<file path="config.mk">
export PLATFORM = sky130hd
export DESIGN_NAME = wb_vmon_txn_capture
export DESIGN_NICKNAME = d
export VERILOG_FILES = /design/src/rtl/wb_vmon_txn_capture.sv
export SDC_FILE = /design/constraint.sdc
export NUM_CORES = 2
export LEC_CHECK = 0
export ABC_AREA = 1
export BUFFER_PORTS_ARGS = -buffer_cell sky130_fd_sc_hd__buf_2
export CORE_MARGIN = 2
export CORE_UTILIZATION = 40
export DETAILED_ROUTE_END_ITERATION = 8
export SYNTH_ARGS = -nofsm -noshare
export SYNTH_HDL_FRONTEND = slang
export SYNTH_SLANG_ARGS = --single-unit
</file>
<file path="constraint.sdc">
create_clock -name clk_i -period 10.6 [get_ports clk_i]
set_input_delay 3.18 -clock clk_i [delete_from_list [all_inputs] [get_ports clk_i]]
set_output_delay 3.18 -clock clk_i [all_outputs]
set_load 0.01 [all_outputs]
</file>
<file path="src/rtl/wb_vmon_txn_capture.sv">
// Passive Wishbone transaction recorder: snoops completed transfers, filters them by
// address window, timestamps them and queues them in a first-word-fall-through FIFO.
module wb_vmon_txn_capture #(
    parameter int ADDR_WIDTH = 32,
    parameter int DATA_WIDTH = 32,
    parameter int DEPTH_LOG2 = 4,
    parameter int TS_WIDTH   = 32
) (
    input  logic                    clk_i,
    input  logic                    rst_i,
    input  logic [ADDR_WIDTH-1:0]   ADR,
    input  logic [DATA_WIDTH-1:0]   DAT_W,
    input  logic [DATA_WIDTH-1:0]   DAT_R,
    input  logic                    CYC,
    input  logic                    STB,
    input  logic [DATA_WIDTH/8-1:0] SEL,
    input  logic                    WE,
    input  logic                    ACK,
    input  logic                    ERR,
    input  logic                    en_i,
    input  logic [ADDR_WIDTH-1:0]   filt_base_i,
    input  logic [ADDR_WIDTH-1:0]   filt_mask_i,
    input  logic                    clr_i,
    output logic                    out_valid_o,
    input  logic                    out_ready_i,
    output logic [TS_WIDTH-1:0]     out_ts_o,
    output logic [ADDR_WIDTH-1:0]   out_adr_o,
    output logic [DATA_WIDTH-1:0]   out_dat_o,
    output logic [DATA_WIDTH/8-1:0] out_sel_o,
    output logic                    out_we_o,
    output logic                    out_err_o,
    output logic [DEPTH_LOG2:0]     count_o,
    output logic                    overflow_o,
    output logic [15:0]             drop_cnt_o
);

    localparam int SEL_W = DATA_WIDTH / 8;
    localparam int DEPTH = 1 << DEPTH_LOG2;
    localparam int REC_W = TS_WIDTH + ADDR_WIDTH + DATA_WIDTH + SEL_W + 2;
    localparam logic [DEPTH_LOG2:0] FULL_CNT = (DEPTH_LOG2 + 1)'(DEPTH);

    logic [TS_WIDTH-1:0]   ts_q;
    logic [DEPTH_LOG2:0]   count_q;
    logic [DEPTH_LOG2-1:0] wr_ptr_q;
    logic [DEPTH_LOG2-1:0] rd_ptr_q;
    logic                  overflow_q;
    logic [15:0]           drop_cnt_q;
    logic [REC_W-1:0]      mem [DEPTH];

    logic term, hit, full, valid, push, pop, drop;
    logic [REC_W-1:0] rec;

    assign term  = CYC & STB & (ACK | ERR);
    assign hit   = term & en_i & ((ADR & filt_mask_i) == (filt_base_i & filt_mask_i));
    assign full  = (count_q == FULL_CNT);
    assign valid = (count_q != '0);
    assign pop   = valid & out_ready_i;
    // A pop frees the slot at the edge it is written, so a full FIFO still accepts a hit.
    assign push  = hit & (~full | pop);
    assign drop  = hit & full & ~pop;
    assign rec   = {ts_q, ADR, (WE ? DAT_W : DAT_R), SEL, WE, ERR};

    always_ff @(posedge clk_i or negedge rst_i) begin
        if (!rst_i) begin
            ts_q       <= '0;
            count_q    <= '0;
            wr_ptr_q   <= '0;
            rd_ptr_q   <= '0;
            overflow_q <= 1'b0;
            drop_cnt_q <= '0;
        end else begin
            ts_q <= ts_q + 1'b1;
            if (push) wr_ptr_q <= wr_ptr_q + 1'b1;
            if (pop)  rd_ptr_q <= rd_ptr_q + 1'b1;
            if (push && !pop)      count_q <= count_q + 1'b1;
            else if (pop && !push) count_q <= count_q - 1'b1;
            if (clr_i) begin
                overflow_q <= 1'b0;
                drop_cnt_q <= '0;
            end else if (drop) begin
                overflow_q <= 1'b1;
                if (drop_cnt_q != 16'hFFFF) drop_cnt_q <= drop_cnt_q + 1'b1;
            end
        end
    end

    // Storage carries no reset; the head is masked to zero whenever the FIFO is empty.
    always_ff @(posedge clk_i) begin
        if (push) mem[wr_ptr_q] <= rec;
    end

    logic [TS_WIDTH-1:0]   h_ts;
    logic [ADDR_WIDTH-1:0] h_adr;
    logic [DATA_WIDTH-1:0] h_dat;
    logic [SEL_W-1:0]      h_sel;
    logic                  h_we, h_err;

    assign {h_ts, h_adr, h_dat, h_sel, h_we, h_err} = mem[rd_ptr_q];

    assign out_valid_o = valid;
    assign out_ts_o    = valid ? h_ts  : '0;
    assign out_adr_o   = valid ? h_adr : '0;
    assign out_dat_o   = valid ? h_dat : '0;
    assign out_sel_o   = valid ? h_sel : '0;
    assign out_we_o    = valid & h_we;
    assign out_err_o   = valid & h_err;
    assign count_o     = count_q;
    assign overflow_o  = overflow_q;
    assign drop_cnt_o  = drop_cnt_q;

endmodule

</file>
==> qor.yml <==
run_status:
  status: "complete, no violations"
logic_synthesis:
  post_synth_num_cell_types: 42
  synthCells: 5018
  synth_area_um2: 67600
  syn_nets: 5204
  yosysWarnings: 0
  avgSynthCellArea_um2: 13.5
  synth-seq-cells: 1694
  ys_seq_area_frac: 0.748
detailed_routing:
  drtAntennaViolNets: 0
  routed-via-count: 42900
  viasPerCell: 5.70
  first_pass_iters: 6
  post_drt_wl_per_cell_um: 24.1
  drc: 0
  wl_um: 182000
  drtIter0Drc: 3957
worst_setup_path:
  crit_path_max_incr_delay_ns: 1.02
  start_kind: "register"
  cpMaxStageDelayCell: "buf_4"
  critical_path_class: "register to primary output"
  reg2reg_slack_ns: 7.03
  crit_family: "buffers and inverters"
  path_max_fanout: 230
  arrival_ns: 5.38
  cp-end-kind: "primary output"
  cp.buffers_inverters: 3
  worstPathRequired_ns: 7.42
  cp_cell_sequence: "buf_12 > buf_4 > o21ai_0 > o221ai_1 > nand3_1 > a21oi_1 > buf_2"
timing:
  period_needed_ns: 8.56
  worst_pin_slew_ns: 1.25
  fmax_mhz: 117
  max-slew-margin-rel: 0.165
  fin_skew_ns: 0.0323
  rsz0062_at_grt: "false"
  post-route-period-util: 0.807
  setup_violations: 0
  setup_tns_ns: 0
  finalHoldViolations: 0
  drv_slew: 0
layout:
  multi_input_area_um2: 15300
  fin_nets: 5373
  seqCellArea_um2: 50600
  layout-drive-gt1-share: 0.126
  fillers: 14700
  final_util: 0.456
  finalInstanceArea_um2: 76400
  syn_to_final_growth_pct: 13.0
clock_tree:
  clkSlewWorstSetupHoldPaths_ns: 0.06
  htree_levels: 4
  cts_resized: 0
  cts_sinks: 1694
  cts_hold_buf: 0
  postCtsSetupBuffers: 0
  clockBufferDepth: 3
  cts_root_buffer: "clkbuf_16"
  tritoncts: "yes"
  clk_latency_ns: 0.79
  cts_made_buffers: 169
power:
  ir_drop_v: 0.000205
  power_density_nw_per_um2: 251
  p_leak_nw: 25.9
global_routing:
  gr-total-overflow: 0
  antenna_found_initial: 11
  grt_max_degree: 231
  grt.total_usage: 0.207
  grt_pass1_wl_um: 270000
  first_global_vias: 42100
floorplanning:
  die-area_um2: 172000
  row_count: 150
  die_w_um: 415
  num_io_pins: 299
  die_y_um: 415
  placeableCoreArea_um2: 168000
  start_util: 0.403
run:
  drv_cap: 0
placement:
  gp_congestion: 0.800
  place_hpwl_um: 86800
  place.port_buffers: 298
  placed_area_um2: 71200
worst_hold_path:
  min_path_type: "register to register"
-- per-stage QoR --
stage | setup slack [ns] | cells | power [mW] | hold WS [ns]
2_1_floorplan | 1.59 | 5018 | 11.4 | 0.503
3_3_place_gp | 3.08 | 7220 | 13.6 | 0.484
3_5_place_dp | 2.92 | 7220 | 13.7 | 0.510
4_1_cts | 2.03 | 7527 | 19.3 | 0.524
5_1_grt | 1.79 | 7527 | 20.1 | 0.574
6_report | 2.04 | 7529 | 19.2 | 0.522
-- where the power goes --
group / leakage, nW / total [mW] / internal [mW] / switching [mW]
Sequential: 16.5 / 7.51 / 7.34 / 0.177
Combinational: 6.82 / 5.98 / 1.78 / 4.20
Clock: 2.57 / 5.69 / 3.22 / 2.47
Total: 25.9 / 19.2 / 12.3 / 6.85
-- sequential cells by signal (all words and copies together), names as in the netlist --
signal / count
rd_ptr_q: 4
ts_q: 32
mem: 1632
wr_ptr_q: 4
drop_cnt_o: 16
count_o: 5
overflow_o: 1
-- cells in the mapped netlist --
master / n / share of area
o211ai_1: 121 / 0.013
inv_1: 101 / 0.0056
o21ai_1: 9 / 0.00067
nand2_2: 3 / 0.00028
o21ai_0: 817 / 0.060
or2_0: 1 / 0.000093
xor2_1: 33 / 0.0043
nor3_4: 2 / 0.00048
nand3b_1: 7 / 0.00078
o21a_1: 1 / 0.00011
inv_2: 3 / 0.00017
dfrtp_1: 62 / 0.023
o22ai_1: 121 / 0.011
mux2_2: 32 / 0.0053
nand2_1: 161 / 0.0089
fa_1: 1 / 0.00030
a21o_1: 2 / 0.00022
nor2_8: 1 / 0.00030
buf_1: 16 / 0.00089
nor4_1: 1 / 0.000093
nor3_1: 7 / 0.00052
buf_2: 64 / 0.0047
nor3_2: 2 / 0.00030
or2_2: 1 / 0.000093
nand4_4: 1 / 0.00031
nand2b_1: 2 / 0.00018
nand3_1: 149 / 0.011
edfxtp_1: 1632 / 0.72
clkbuf_1: 268 / 0.015
nand3_2: 5 / 0.00074
buf_4: 11 / 0.0012
ha_1: 11 / 0.0020
nor2_2: 5 / 0.00046
nand2_4: 2 / 0.00033
a21oi_1: 109 / 0.0081
nor2_4: 4 / 0.00067
nor2_1: 911 / 0.051
a31oi_1: 1 / 0.000093
nand4_2: 1 / 0.00018
xnor2_1: 14 / 0.0018
nand4_1: 36 / 0.0033
o221ai_1: 287 / 0.037
-- metal layers --
metal	track usage	part of all wire	wire length, µm	vias to the layer above
li1	-	-	-	19400
met1	0.274	0.42	77000	21700
met2	0.351	0.49	88900	1551
met3	0.0297	0.061	11100	300
met4	0.0644	0.026	4730	8
met5	0	0.00021	39	-
-- cell type report --
cell class	instances	share of cell area
inverters	104	0.00543
multi-input cells	2861	0.201
well taps	2204	0.0361
flip-flops and latches	1694	0.662
diodes	2	0.0000655
clock inverters	81	0.00781
clock buffers	226	0.0608
repair buffers	357	0.0276
-- final timing paths --
path                        startpoint             to  cells after the start
max                        rd_ptr_q[0]   out_ts_o[22]                      7
min                         overflow_o     overflow_o                      2
max reg2reg                 count_o[1]    mem[13][55]                      8
min reg2reg                 overflow_o     overflow_o                      2
max in group asynchronous        rst_i    rd_ptr_q[0]                      1
min in group asynchronous        rst_i  drop_cnt_o[5]                      1
-- cells by family after synthesis --
| kind of cell | after synthesis | synth area share |
|---|---|---|
| adder cells (fa/ha/maj) | 12 | 0.00233 |
| buffers and inverters | 463 | 0.0275 |
| multiplexers | 32 | 0.00533 |
| flip-flops | 1694 | 0.748 |
| AND/OR/NAND/NOR | 1302 | 0.0797 |
| AO/OA/AOI/OAI | 1468 | 0.131 |
| XOR/XNOR | 47 | 0.00609 |
-- tightest hold or removal path: cells and delay by family, from the launching register on --
family	cells	cell delay, ns
flip-flops	1	0.35
AND/OR/NAND/NOR	2	0.13
-- cell usage in the layout, fill, tap and decap left out, types with 6 or more instances in the layout --
master,Yosys,layout
inv_6,0,10
buf_2,64,297
nor2_4,4,21
o211ai_1,121,121
mux2_2,32,32
nand2_1,161,161
clkinv_2,0,25
clkbuf_16,0,172
o21ai_1,9,9
nor2_1,911,894
clkbuf_8,0,14
dfrtp_1,62,58
nand3b_1,7,7
clkinv_1,0,36
a21oi_1,109,109
nand3_1,149,149
xnor2_1,14,14
nor3_1,7,7
bufinv_16,0,6
ha_1,11,11
nand4_1,36,36
o22ai_1,121,121
inv_1,101,99
xor2_1,33,33
o221ai_1,287,287
buf_12,0,14
clkbuf_1,268,40
o21ai_0,817,817
edfxtp_1,1632,1632
buf_4,11,46
(Power assumes the default switching activity.)
